[src/rtl/pr_wb_bridge_n.sv]
// Processor device-bus to Wishbone classic bridge for NSLV slaves, with a
// wait-state timeout that returns an error and a registered, maskable IRQ vector.
module pr_wb_bridge_n #(
   parameter int          NSLV     = 4,
   parameter int          AW       = 5,
   parameter int          DW       = 8,
   parameter logic [15:0] DEV_BASE = 16'h7F00,
   parameter int          TIMEOUT  = 15
) (
   input  logic                 PClk,
   input  logic                 Reset,
   input  logic [31:2]          PrA,
   input  logic [31:0]          PrWData,
   input  logic                 PrReq,
   input  logic                 PrRW,
   output logic [31:0]          PrRData,
   output logic                 PrReady,
   output logic                 PrErr,
   output logic [AW-1:0]        wb_adr,
   output logic [DW-1:0]        wb_dat_o,
   output logic                 wb_we,
   output logic [NSLV-1:0]      wb_stb,
   input  logic [NSLV-1:0]      wb_ack,
   input  logic [NSLV*DW-1:0]   wb_dat_i,
   input  logic [NSLV-1:0]      slv_irq,
   input  logic [NSLV-1:0]      irq_mask,
   output logic [NSLV-1:0]      HWInt,
   output logic [1:0]           dbg_state
);

   localparam int IW = (NSLV > 1) ? $clog2(NSLV) : 1;
   localparam logic [IW:0] NSLV_W = (IW+1)'(NSLV);
   localparam logic [7:0]  CNT_LAST = 8'(TIMEOUT - 1);

   localparam logic [1:0] S_IDLE   = 2'd0;
   localparam logic [1:0] S_STROBE = 2'd1;
   localparam logic [1:0] S_DONE   = 2'd2;
   localparam logic [1:0] S_ERR    = 2'd3;

   // Handshake: PrReq is held by the CPU until it sees PrReady; PrReady is a
   // single-cycle pulse and PrErr is meaningful only while PrReady is high.

   logic [1:0]      state_q, state_d;
   logic [IW-1:0]   idx_q, idx_d;
   logic [7:0]      cnt_q, cnt_d;
   logic [AW-1:0]   adr_q, adr_d;
   logic [DW-1:0]   dat_q, dat_d;
   logic            we_q, we_d;
   logic [NSLV-1:0] stb_q, stb_d;
   logic            ready_q, ready_d;
   logic            err_q, err_d;
   logic [31:0]     rdata_q, rdata_d;
   logic [NSLV-1:0] hwint_q, hwint_d;

   logic [IW-1:0]   req_idx;
   logic            req_hit;
   logic            ack_sel;
   logic [DW-1:0]   rd_slice;
   logic            unused_bits;

   assign req_idx  = PrA[AW+2+IW-1:AW+2];
   assign req_hit  = (PrA[31:16] == DEV_BASE) && ({1'b0, req_idx} < NSLV_W);
   assign ack_sel  = wb_ack[idx_q];
   assign rd_slice = wb_dat_i[32'(idx_q)*DW +: DW];
   assign unused_bits = ^{PrA, PrWData};

   always_comb begin
      state_d = state_q;
      idx_d   = idx_q;
      cnt_d   = cnt_q;
      adr_d   = adr_q;
      dat_d   = dat_q;
      we_d    = we_q;
      stb_d   = '0;
      ready_d = 1'b0;
      err_d   = 1'b0;
      rdata_d = rdata_q;
      hwint_d = slv_irq & irq_mask;
      case (state_q)
         S_IDLE: begin
            if (PrReq) begin
               if (req_hit) begin
                  state_d = S_STROBE;
                  idx_d   = req_idx;
                  adr_d   = PrA[AW+1:2];
                  dat_d   = PrWData[DW-1:0];
                  we_d    = PrRW;
                  cnt_d   = 8'd0;
                  stb_d   = NSLV'(1) << req_idx;
               end else begin
                  state_d = S_ERR;
                  ready_d = 1'b1;
                  err_d   = 1'b1;
                  rdata_d = 32'd0;
               end
            end
         end
         S_STROBE: begin
            // An ack arriving on the expiry edge still completes normally.
            if (ack_sel) begin
               state_d = S_DONE;
               ready_d = 1'b1;
               rdata_d = we_q ? 32'd0 : 32'(rd_slice);
            end else if (cnt_q == CNT_LAST) begin
               state_d = S_ERR;
               ready_d = 1'b1;
               err_d   = 1'b1;
               rdata_d = 32'd0;
            end else begin
               cnt_d = cnt_q + 8'd1;
               stb_d = stb_q;
            end
         end
         default: begin
            state_d = S_IDLE;
         end
      endcase
   end

   always_ff @(posedge PClk or negedge Reset) begin
      if (!Reset) begin
         state_q <= S_IDLE;
         idx_q   <= '0;
         cnt_q   <= 8'd0;
         adr_q   <= '0;
         dat_q   <= '0;
         we_q    <= 1'b0;
         stb_q   <= '0;
         ready_q <= 1'b0;
         err_q   <= 1'b0;
         rdata_q <= 32'd0;
         hwint_q <= '0;
      end else begin
         state_q <= state_d;
         idx_q   <= idx_d;
         cnt_q   <= cnt_d;
         adr_q   <= adr_d;
         dat_q   <= dat_d;
         we_q    <= we_d;
         stb_q   <= stb_d;
         ready_q <= ready_d;
         err_q   <= err_d;
         rdata_q <= rdata_d;
         hwint_q <= hwint_d;
      end
   end

   assign PrRData   = rdata_q;
   assign PrReady   = ready_q;
   assign PrErr     = err_q;
   assign wb_adr    = adr_q;
   assign wb_dat_o  = dat_q;
   assign wb_we     = we_q;
   assign wb_stb    = stb_q;
   assign HWInt     = hwint_q;
   assign dbg_state = state_q;

endmodule

[config.mk]
export PLATFORM = sky130hd
export DESIGN_NAME = pr_wb_bridge_n
export DESIGN_NICKNAME = d
export VERILOG_FILES = /design/src/rtl/pr_wb_bridge_n.sv
export SDC_FILE = /design/constraint.sdc
export NUM_CORES = 1
export LEC_CHECK = 0
export BUFFER_PORTS_ARGS = -buffer_cell sky130_fd_sc_hd__buf_2
export CAP_MARGIN = 20
export CORE_MARGIN = 2
export CORE_UTILIZATION = 30
export DETAILED_ROUTE_END_ITERATION = 8
export PLACE_DENSITY = 0.67
export SLEW_MARGIN = 30
export SYNTH_ARGS = -nofsm -noshare
export SYNTH_HDL_FRONTEND = slang
export SYNTH_SLANG_ARGS = --single-unit
[constraint.sdc]
create_clock -name PClk -period 3.15 [get_ports PClk]
set_input_delay 0 -clock PClk [delete_from_list [all_inputs] [get_ports PClk]]
set_output_delay 0 -clock PClk [all_outputs]
set_load 0.02 [all_outputs]
## Word-level counts from Yosys, hierarchy flattened

Index checks and enable logic that the tools add are counted.

| word-level totals | value |
|---|---|
| logic and storage cells | 61 |
| register bits | 68 |
| bits of input ports | 110 |

| cells by class | value |
|---|---|
| multiplexer cells | 30 |
| reductions and logical operators | 6 |
| bitwise logic cells | 1 |
| $add $sub $neg | 1 |
| shift-type cells | 2 |
| eq/ne operators | 9 |
| order comparisons | 1 |

Operators by type and width:

| operator | number |
|---|---|
| 2-to-1 mux 32 bit | 4 |
| one-hot mux 32 bit (2 select lines) | 1 |
| 2-to-1 mux 8 bit | 5 |
| variable part select 32 x 6 -> 8 bit | 1 |
| == test 16 x 15 -> 1 bit, second input constant | 1 |
| 2-to-1 mux 4 bit | 4 |
| one-hot mux 8 bit (2 select lines) | 1 |
| inequality test 2 bit, second input constant | 5 |
| adder 8 x 1 -> 8 bit, second input constant | 1 |
| == test 8 x 4 -> 1 bit, second input constant | 1 |
| 2-to-1 mux 2 bit | 4 |
| one-hot mux 4 bit (2 select lines) | 1 |
| 2-to-1 mux 1 bit | 6 |
| AND reduction 5 bit | 1 |
| bitwise AND 4 bit | 1 |
| one-hot mux 1 bit (2 select lines) | 2 |
| one-hot mux 2 bit (2 select lines) | 1 |
| AND reduction 4 bit | 1 |
| left shift 1 x 2 -> 4 bit, first input constant | 1 |
| less-than comparator 2 x 3 -> 1 bit, second input constant | 1 |
| inequality test 3 bit, second input constant | 1 |
| AND reduction 3 bit | 1 |
| binary-select mux 1 bit (select 2 bit) | 1 |
| == test 2 x 1 -> 1 bit, second input constant | 1 |
| 3 further kinds | 3 |

## Depth between registers and ports, before layout

Gate-level depths: netlist of the first run.

| logic depth | value |
|---|---|
| depth after elaboration | 4 |
| mapped depth | 6 |

## Worst setup path before layout of the first run

OpenSTA, ideal clock, no wires.

| path | value |
|---|---|
| kind | register to register |
| from | register idx_q[0] |
| to | register cnt_q[2] |
| clock period less this slack | 1.977 ns |
| required time | 3.006 ns |
| cell stages (with the launch flop) | 7 |
| data arrival time | 1.833 ns |
| setup time | 0.144 ns |
| setup slack | 1.173 ns |
| buffers on the path | 2 |
| cells stage by stage | dfrtp_1 -> buf_6 -> mux4_2 -> or2_0 -> buf_2 -> o22ai_1 -> o221ai_1 |

| on the way | value |
|---|---|
| word-level cells in the longest chain between the ends | 4 |

RTL lines:

| what | line | RTL |
|---|---|---|
| from (decl) | 44 | `logic [IW-1:0] idx_q, idx_d;` |
| from (signal assigned) | 135 | `idx_q <= idx_d;` |
| binary-select mux 1 bit (select 2 bit) | 63 | `assign ack_sel = wb_ack[idx_q];` |
| 2-to-1 mux 1 bit (implied by the code) | 63 |  |
| inequality test 2 bit (no line) | - |  |
| AND reduction 5 bit (no line) | - |  |
| to (signal assigned) | 136 | `cnt_q <= cnt_d;` |
| to (decl) | 45 | `logic [7:0] cnt_q, cnt_d;` |

No other way between the ends. The select of a mux whose other input is x is not followed.
A chain may end at the register's enable or synchronous reset.

## Worst setup path after layout of the first run

| path | value |
|---|---|
| from | register idx_q[0] |
| to | register cnt_q[1] |

The elaborated chain is that of the path after synthesis.

==> impl_results.md, run 1 <==
* Status: complete, no violations
* Power Total at 1.67 mW
* Drt wl/cell at 13.3 um
* Area Overhead vs Synth at 42.1%
* Core box area at 7250 sq um
* CP Data Arrival Time at 2.34 ns
* VDD IR max at 229 uV
* Post-synth EDFFs at 0
* Hold path endpoint: idx_q[0]$_DFFE_PN0P_
* Largest net degree at the start of global routing at 45
* Row count at 31
* First-pass GRT wire length at 9080 um
* Drc violations at 0
* CTS buffer count at 5
* Worst slew margin at 0.531
* Worst reg2reg path endpoint: cnt_q[1]$_DFFE_PN0P_
* Final std cells w/o fill at 421
* Post-DP HPWL at 4130 um
* Initial antenna violation count at 0
* Setup TNS Final at 0 ns
* Die width at 90.3 um
* Post-layout min period at 2.22 ns
* Crit Path Max Fanout at 8
* Setup WS post-layout at 0.934 ns
* Predominant post-synthesis flop cell: dfrtp_1
* Hold path startpoint: PrA[7]
* Worst min-delay path class: in2reg
* Ys async rst share at 1.00
* #FFs+latches synth at 44
* Avg Vias per Cell at 4.69
* DRT iter0 DRCs at 98
* Post-Syn Area at 2240 sq um
* Worst Skew at 0.00684 ns
* Vias at 1973
* Critical-path top delay cell: o22ai_1
* Top cell type's share of synthesized area at 0.492
* CP Capture Type: register
* Grt ovf at 0
* Pre-CTS WS at 0.950 ns
* Routability Congestion at 0.806
* Chip Height at 90.3 um
* Reg2Reg Depth at 4
* CTS sink cnt at 44
* Final Slew Violations at 0
* Tcrit/Tclk final at 0.703
* Power density cells at 525 nW/um^2
* Min-Delay Path Depth at 2
* Fmax at 451 MHz
* Fillers at 703
* Synth area leaders: dfrtp_1 49%, mux4_2 9.1%, buf_4 8.1%, mux2_2 8.1%, a32o_1 5.4%
* Worst Path Required at 3.28 ns
* Routed WL at 5610 um
* Final Hold Fails at 0
* Critical path, cell by cell: mux4_2, or2_0, o22ai_1, o22ai_1
* Clock Pin Slew Worst Setup and Hold Paths at 0.08 ns
* Clock latency on the worst-skew pair at 0.29 ns
* Critical Path Max Stage Delay at 0.59 ns
* Total track usage at 0.137
* Sequential area share after synthesis at 0.492
* # diodes at 0
* Max Cap Viol at 0
* Least-Margin Pin Slew at 0.699 ns
* Worst Setup Start Kind: register
* Reg area at 1100 sq um
* Leak at 1.66 nW
* Setup violations, final at 0
* CTS tree: done
* Finished Core Util at 0.438
* Inst Count DP at 388
* Critical R2R Launch: idx_q[0]$_DFFE_PN0P_
* Initial core utilization at 0.308
* Ys Warns at 0
* Crit path top cell by count: o22ai_1
* Post-Synthesis Cells at 182
* Footprint of the multi-input gates at 971 sq um
* Share of layout cells above drive strength 1 at 0.463
* Vias in the first global route at 1921
* Final nets at 433
* Clk buf depth at 2
* RSZ-0062 raised after global routing: no
* DR pass1 iterations at 4
* Distinct cells, synth at 36
* Post-DRT Antenna Nets at 0
* Critical path type: reg2reg
* Root Driver: clkbuf_8
* Port bufs at 112
* Reg2reg setup slack at 0.93 ns
* I/O Pins at 168
* Syn Area/Cell at 12.3 sq um
* Htree depth at 2
* Full die area at 8160 sq um
* Cell taking the most area after synthesis: dfrtp_1
-- metrics by stage --
stage | hold WS (ns) | cell area [sq um]
after floorplan | -0.296 | 2320
after global placement | 0.206 | 2820
after detailed placement | 0.0370 | 2820
after CTS | 0.0213 | 3180
after global routing | 0.0239 | 3180
final | 0.0290 | 3180
-- worst max-delay path: cells and delay by family, from the launching register on --
kind,cells,cell delay [ns]
multiplexers,1,0.55
AO/OA/AOI/OAI,2,0.79
AND/OR/NAND/NOR,1,0.35
flip-flops,1,0.37
-- flip-flops by register name, indices dropped and copies added (netlist names), 2 cells and up --
signal / cells
dbg_state: 2
cnt_q: 8
wb_stb: 4
PrRData: 8
wb_dat_o: 8
HWInt: 4
wb_adr: 5
idx_q: 2
-- Yosys cell counts, types with 2 or more instances --
| cell type | n |
|---|---|
| a31oi_1 | 2 |
| a32o_1 | 12 |
| and2_1 | 5 |
| and3_1 | 2 |
| buf_4 | 24 |
| clkbuf_1 | 5 |
| dfrtp_1 | 44 |
| ha_1 | 2 |
| inv_1 | 10 |
| mux2_2 | 16 |
| mux4_2 | 9 |
| nand2_1 | 8 |
| nand2b_1 | 2 |
| nand3_1 | 9 |
| nand4_1 | 2 |
| nor2_1 | 4 |
| nor4b_1 | 2 |
| o21ai_0 | 3 |
| o221ai_1 | 3 |
| o22ai_1 | 2 |
-- timing repair --
item | CTS | global route
gates resized for setup | 0 | 0
setup buffers | 0 | 0
hold buffers | 25 | 0
hold endpoints to repair | 65 | 0
-- power breakdown --
| group | total (mW) | leakage (nW) | switching, mW | internal [mW] |
|---|---|---|---|---|
| clock | 0.416 | 0.0552 | 0.181 | 0.235 |
| sequential | 0.740 | 0.591 | 0.0800 | 0.660 |
| combinational | 0.512 | 1.02 | 0.304 | 0.208 |
-- layout by cell type, fill, tap and decap left out, types with 4 or more instances in the layout --
| cell | count |
|---|---|
| mux4_2 | 9 |
| conb_1 | 24 |
| a32o_1 | 12 |
| clkbuf_8 | 5 |
| buf_2 | 111 |
| mux2_2 | 16 |
| and2_1 | 5 |
| nand3_1 | 9 |
| buf_4 | 4 |
| nand2_1 | 8 |
| dlygate4sd3_1 | 25 |
| dfrtp_1 | 44 |
| inv_1 | 10 |
-- how the worst max path moves through the flow --
stage | startpoint | endpoint | slack (ns) | cells past startpoint
global route | idx_q[0]$_DFFE_PN0P_ | cnt_q[1]$_DFFE_PN0P_ | 0.78 | 4
detailed placement | idx_q[0]$_DFFE_PN0P_ | cnt_q[3]$_DFFE_PN0P_ | 0.95 | 4
finish | idx_q[0]$_DFFE_PN0P_ | cnt_q[1]$_DFFE_PN0P_ | 0.93 | 4
CTS | idx_q[0]$_DFFE_PN0P_ | cnt_q[1]$_DFFE_PN0P_ | 0.94 | 4
global placement | idx_q[0]$_DFFE_PN0P_ | cnt_q[5]$_DFFE_PN0P_ | 1.01 | 4
floorplan | idx_q[0]$_DFFE_PN0P_ | cnt_q[2]$_DFFE_PN0P_ | 1.17 | 6
-- metal layers --
layer,track usage,part of all wire,up-vias
li1,-,-,908
met1,0.174,0.40,945
met2,0.228,0.50,114
met3,0.0409,0.087,6
met4,0.0359,0.011,0
met5,0,0,-
-- cells by family after synthesis --
group | synth area share
flops | 0.492
simple gates | 0.109
buf+inv | 0.113
compound gates | 0.101
mux | 0.171
fa+ha+maj | 0.0112
other cells | 0.00168
-- final cells by class --
class	count	area share
clock buffer	6	0.0228
clock inverter	2	0.0110
inverter	10	0.0118
multi-input combinational	120	0.306
sequential	44	0.347
tap	99	0.0390
timing repair buffer	140	0.263
Power figures use the tool's default switching activity.
==> run 2: changes to the inputs <==
- ABC_AREA: not set -> 1
- PLACE_DENSITY: 0.67 -> 0.64
- clock period: 3.15 -> 2.3 ns (I/O delays scaled with it)
==> run 2 against run 1 <==
Combinational power grew 60%. Via count grew 30%. Global-route usage grew 1.1 points. Critical path depth grew 1. Largest cell class is now multi-input gates.
==> impl_results.md, run 2 <==
* Share of layout cells above drive strength 1 at 0.342
* Post-Synthesis Cells at 343
* Critical R2R Launch: dbg_state[1]$_DFFE_PN0P_
* Fmax at 623 MHz
* Least-Margin Pin Slew at 0.500 ns
* Setup Buffers After CTS at 0
* Drc violations at 0
* Setup violations, final at 0
* Worst reg2reg path endpoint: wb_stb[2]$_DFFE_PN0P_
* Initial antenna violation count at 0
* Worst Path Required at 2.53 ns
* Htree depth at 2
* Final std cells w/o fill at 587
* Largest family of logic cells by synthesized area: simple AND/OR/NAND/NOR gates
* Grt ovf at 0
* Vias at 2567
* Most common cell in the netlist: nand2_1
* Sequential area share after synthesis at 0.412
* I/O Pins at 168
* Inst Count DP at 554
* Max Cap Viol at 0
* Worst Skew at 0.00622 ns
* Critical path type: reg2reg
* Setup TNS Final at 0 ns
* Tcrit/Tclk final at 0.698
* Final Hold Fails at 0
* Most common cell after layout, fill and taps aside: buf_2
* Area Overhead vs Synth at 35.7%
* Leak at 2.09 nW
* Post-Synth XOR/XNOR Area at 0.00655
* First-pass GRT wire length at 11800 um
* Post-synthesis mux area share at 0
* Clock Pin Slew Worst Setup and Hold Paths at 0.09 ns
* # diodes at 0
* Clk buf depth at 2
* Row count at 34
* Power density cells at 715 nW/um^2
* Final nets at 590
* Clock latency on the worst-skew pair at 0.30 ns
* Ys async rst share at 1.00
* Post-layout min period at 1.60 ns
* Last element of the critical path: wb_stb[2]$_DFFE_PN0P_
* Worst setup startpoint: dbg_state[1]$_DFFE_PN0P_
* Worst min-delay path class: in2reg
* CTS tree: done
* Crit Path Max Fanout at 18
* CTS sink cnt at 44
* Post-synth EDFFs at 0
* Reg2reg setup slack at 0.70 ns
* Root Driver: clkbuf_8
* Synth area leaders: dfrtp_1 41%, nand2_1 15%, buf_4 7.3%, o21ai_1 4.3%, nor2_1 4.1%
* DR pass1 iterations at 4
* Port bufs at 112
* Initial core utilization at 0.308
* Post-Syn Area at 2670 sq um
* RSZ-0062 raised after global routing: no
* Routed WL at 7010 um
* Post-DP HPWL at 5270 um
* Worst slew margin at 0.666
* Final Slew Violations at 0
* Top cell type's share of synthesized area at 0.412
* Drt wl/cell at 11.9 um
* Largest net degree at the start of global routing at 25
* Ys Warns at 0
* Avg Vias per Cell at 4.37
* Full die area at 9680 sq um
* Post-DRT Antenna Nets at 0
* Synth Area in Simple Gates at 0.342
* Cell taking the most area after synthesis: dfrtp_1
* Reg2Reg Depth at 5
* Finished Core Util at 0.418
* Chip Height at 98.4 um
* CP Capture Type: register
* Core box area at 8680 sq um
* Status: complete, no violations
* VDD IR max at 242 uV
* Syn Area/Cell at 7.79 sq um
* Distinct cells, synth at 34
* Min-Delay Path Depth at 3
* Hold path startpoint: PrReq
* Worst Setup Start Kind: register
* Vias in the first global route at 2604
* DRT iter0 DRCs at 186
* Synth Area in Compound Gates at 0.0988
* CP Data Arrival Time at 1.83 ns
* Total track usage at 0.148
* Die width at 98.4 um
* Highest-count cells in the layout ignoring fill and taps: 112 x buf_2, 104 x nand2_1, 44 x dfrtp_1
* Predominant post-synthesis flop cell: dfrtp_1
* Adder-cell share of the synthesized area at 0.00936
* CTS buffer count at 5
* #FFs+latches synth at 44
* Synth cell count leaders: 104 x nand2_1, 44 x dfrtp_1, 29 x nor2_1
* Routability Congestion at 0.848
[run 2: final cells by class]
| class | count | area [sq um] |
|---|---|---|
| clock buffer | 5 | 68.8 |
| inverter | 23 | 86.3 |
| clock inverter | 3 | 90.1 |
| sequential | 44 | 1100 |
| multi-input combinational | 264 | 1310 |
| tap | 108 | 135 |
| fill | 923 | 5050 |
| timing repair buffer | 140 | 833 |
[run 2: cells by family after synthesis]
group	Yosys count
XOR/XNOR	2
other	1
AND/OR/NAND/NOR	188
AO/OA/AOI/OAI	48
buffers and inverters	58
adder cells (fa/ha/maj)	2
flip-flops	44
[run 2: how the worst min path moves through the flow]
stage                                          end  slack [ns]
after global routing         wb_stb[0]$_DFFE_PN0P_        0.02
after global placement    dbg_state[1]$_DFFE_PN0P_      -0.004
final                        wb_stb[0]$_DFFE_PN0P_        0.02
after floorplan                 HWInt[0]$_DFF_PN0_       -0.30
after detailed placement     wb_stb[1]$_DFFE_PN0P_        0.01
after CTS                    wb_stb[0]$_DFFE_PN0P_       0.007
[run 2: timing repair]
action                    CTS  global route
hold buffers               25             0
hold endpoints to repair   40             0
gates resized for setup     0             0
[run 2: worst max-delay path: stages, from the launching register on]
cell and delay, ns:
dfrtp_1 0.42, nor2_2 0.23, nand2_4 0.20, nor2_8 0.35
nand2_1 0.18, o21ai_1 0.15
[run 2: through the flow]
step	hold WS, ns	setup slack, ns	instance area (sq um)	power (mW)
CTS	0.00743	0.656	3630	2.63
detailed placement	0.00988	0.685	3220	1.77
floorplan	-0.296	0.964	2760	1.53
global route	0.0172	0.559	3630	2.75
finish	0.0188	0.696	3630	2.59
global placement	-0.00436	0.702	3220	1.75
[run 2: power breakdown]
group / internal (mW) / leakage [nW] / switching [mW]
sequential: 0.874 / 0.591 / 0.0760
clock: 0.543 / 0.0784 / 0.277
combinational: 0.285 / 1.42 / 0.536
[run 2: metal layers]
layer | vias to the layer above | share of wire | track usage | wire (um)
met1 | 1183 | 0.39 | 0.175 | 2710
met4 | 0 | 0.013 | 0.0316 | 93
met3 | 11 | 0.051 | 0.0315 | 355
li1 | 1299 | - | - | -
met5 | - | 0 | 0 | 0
met2 | 74 | 0.55 | 0.275 | 3850
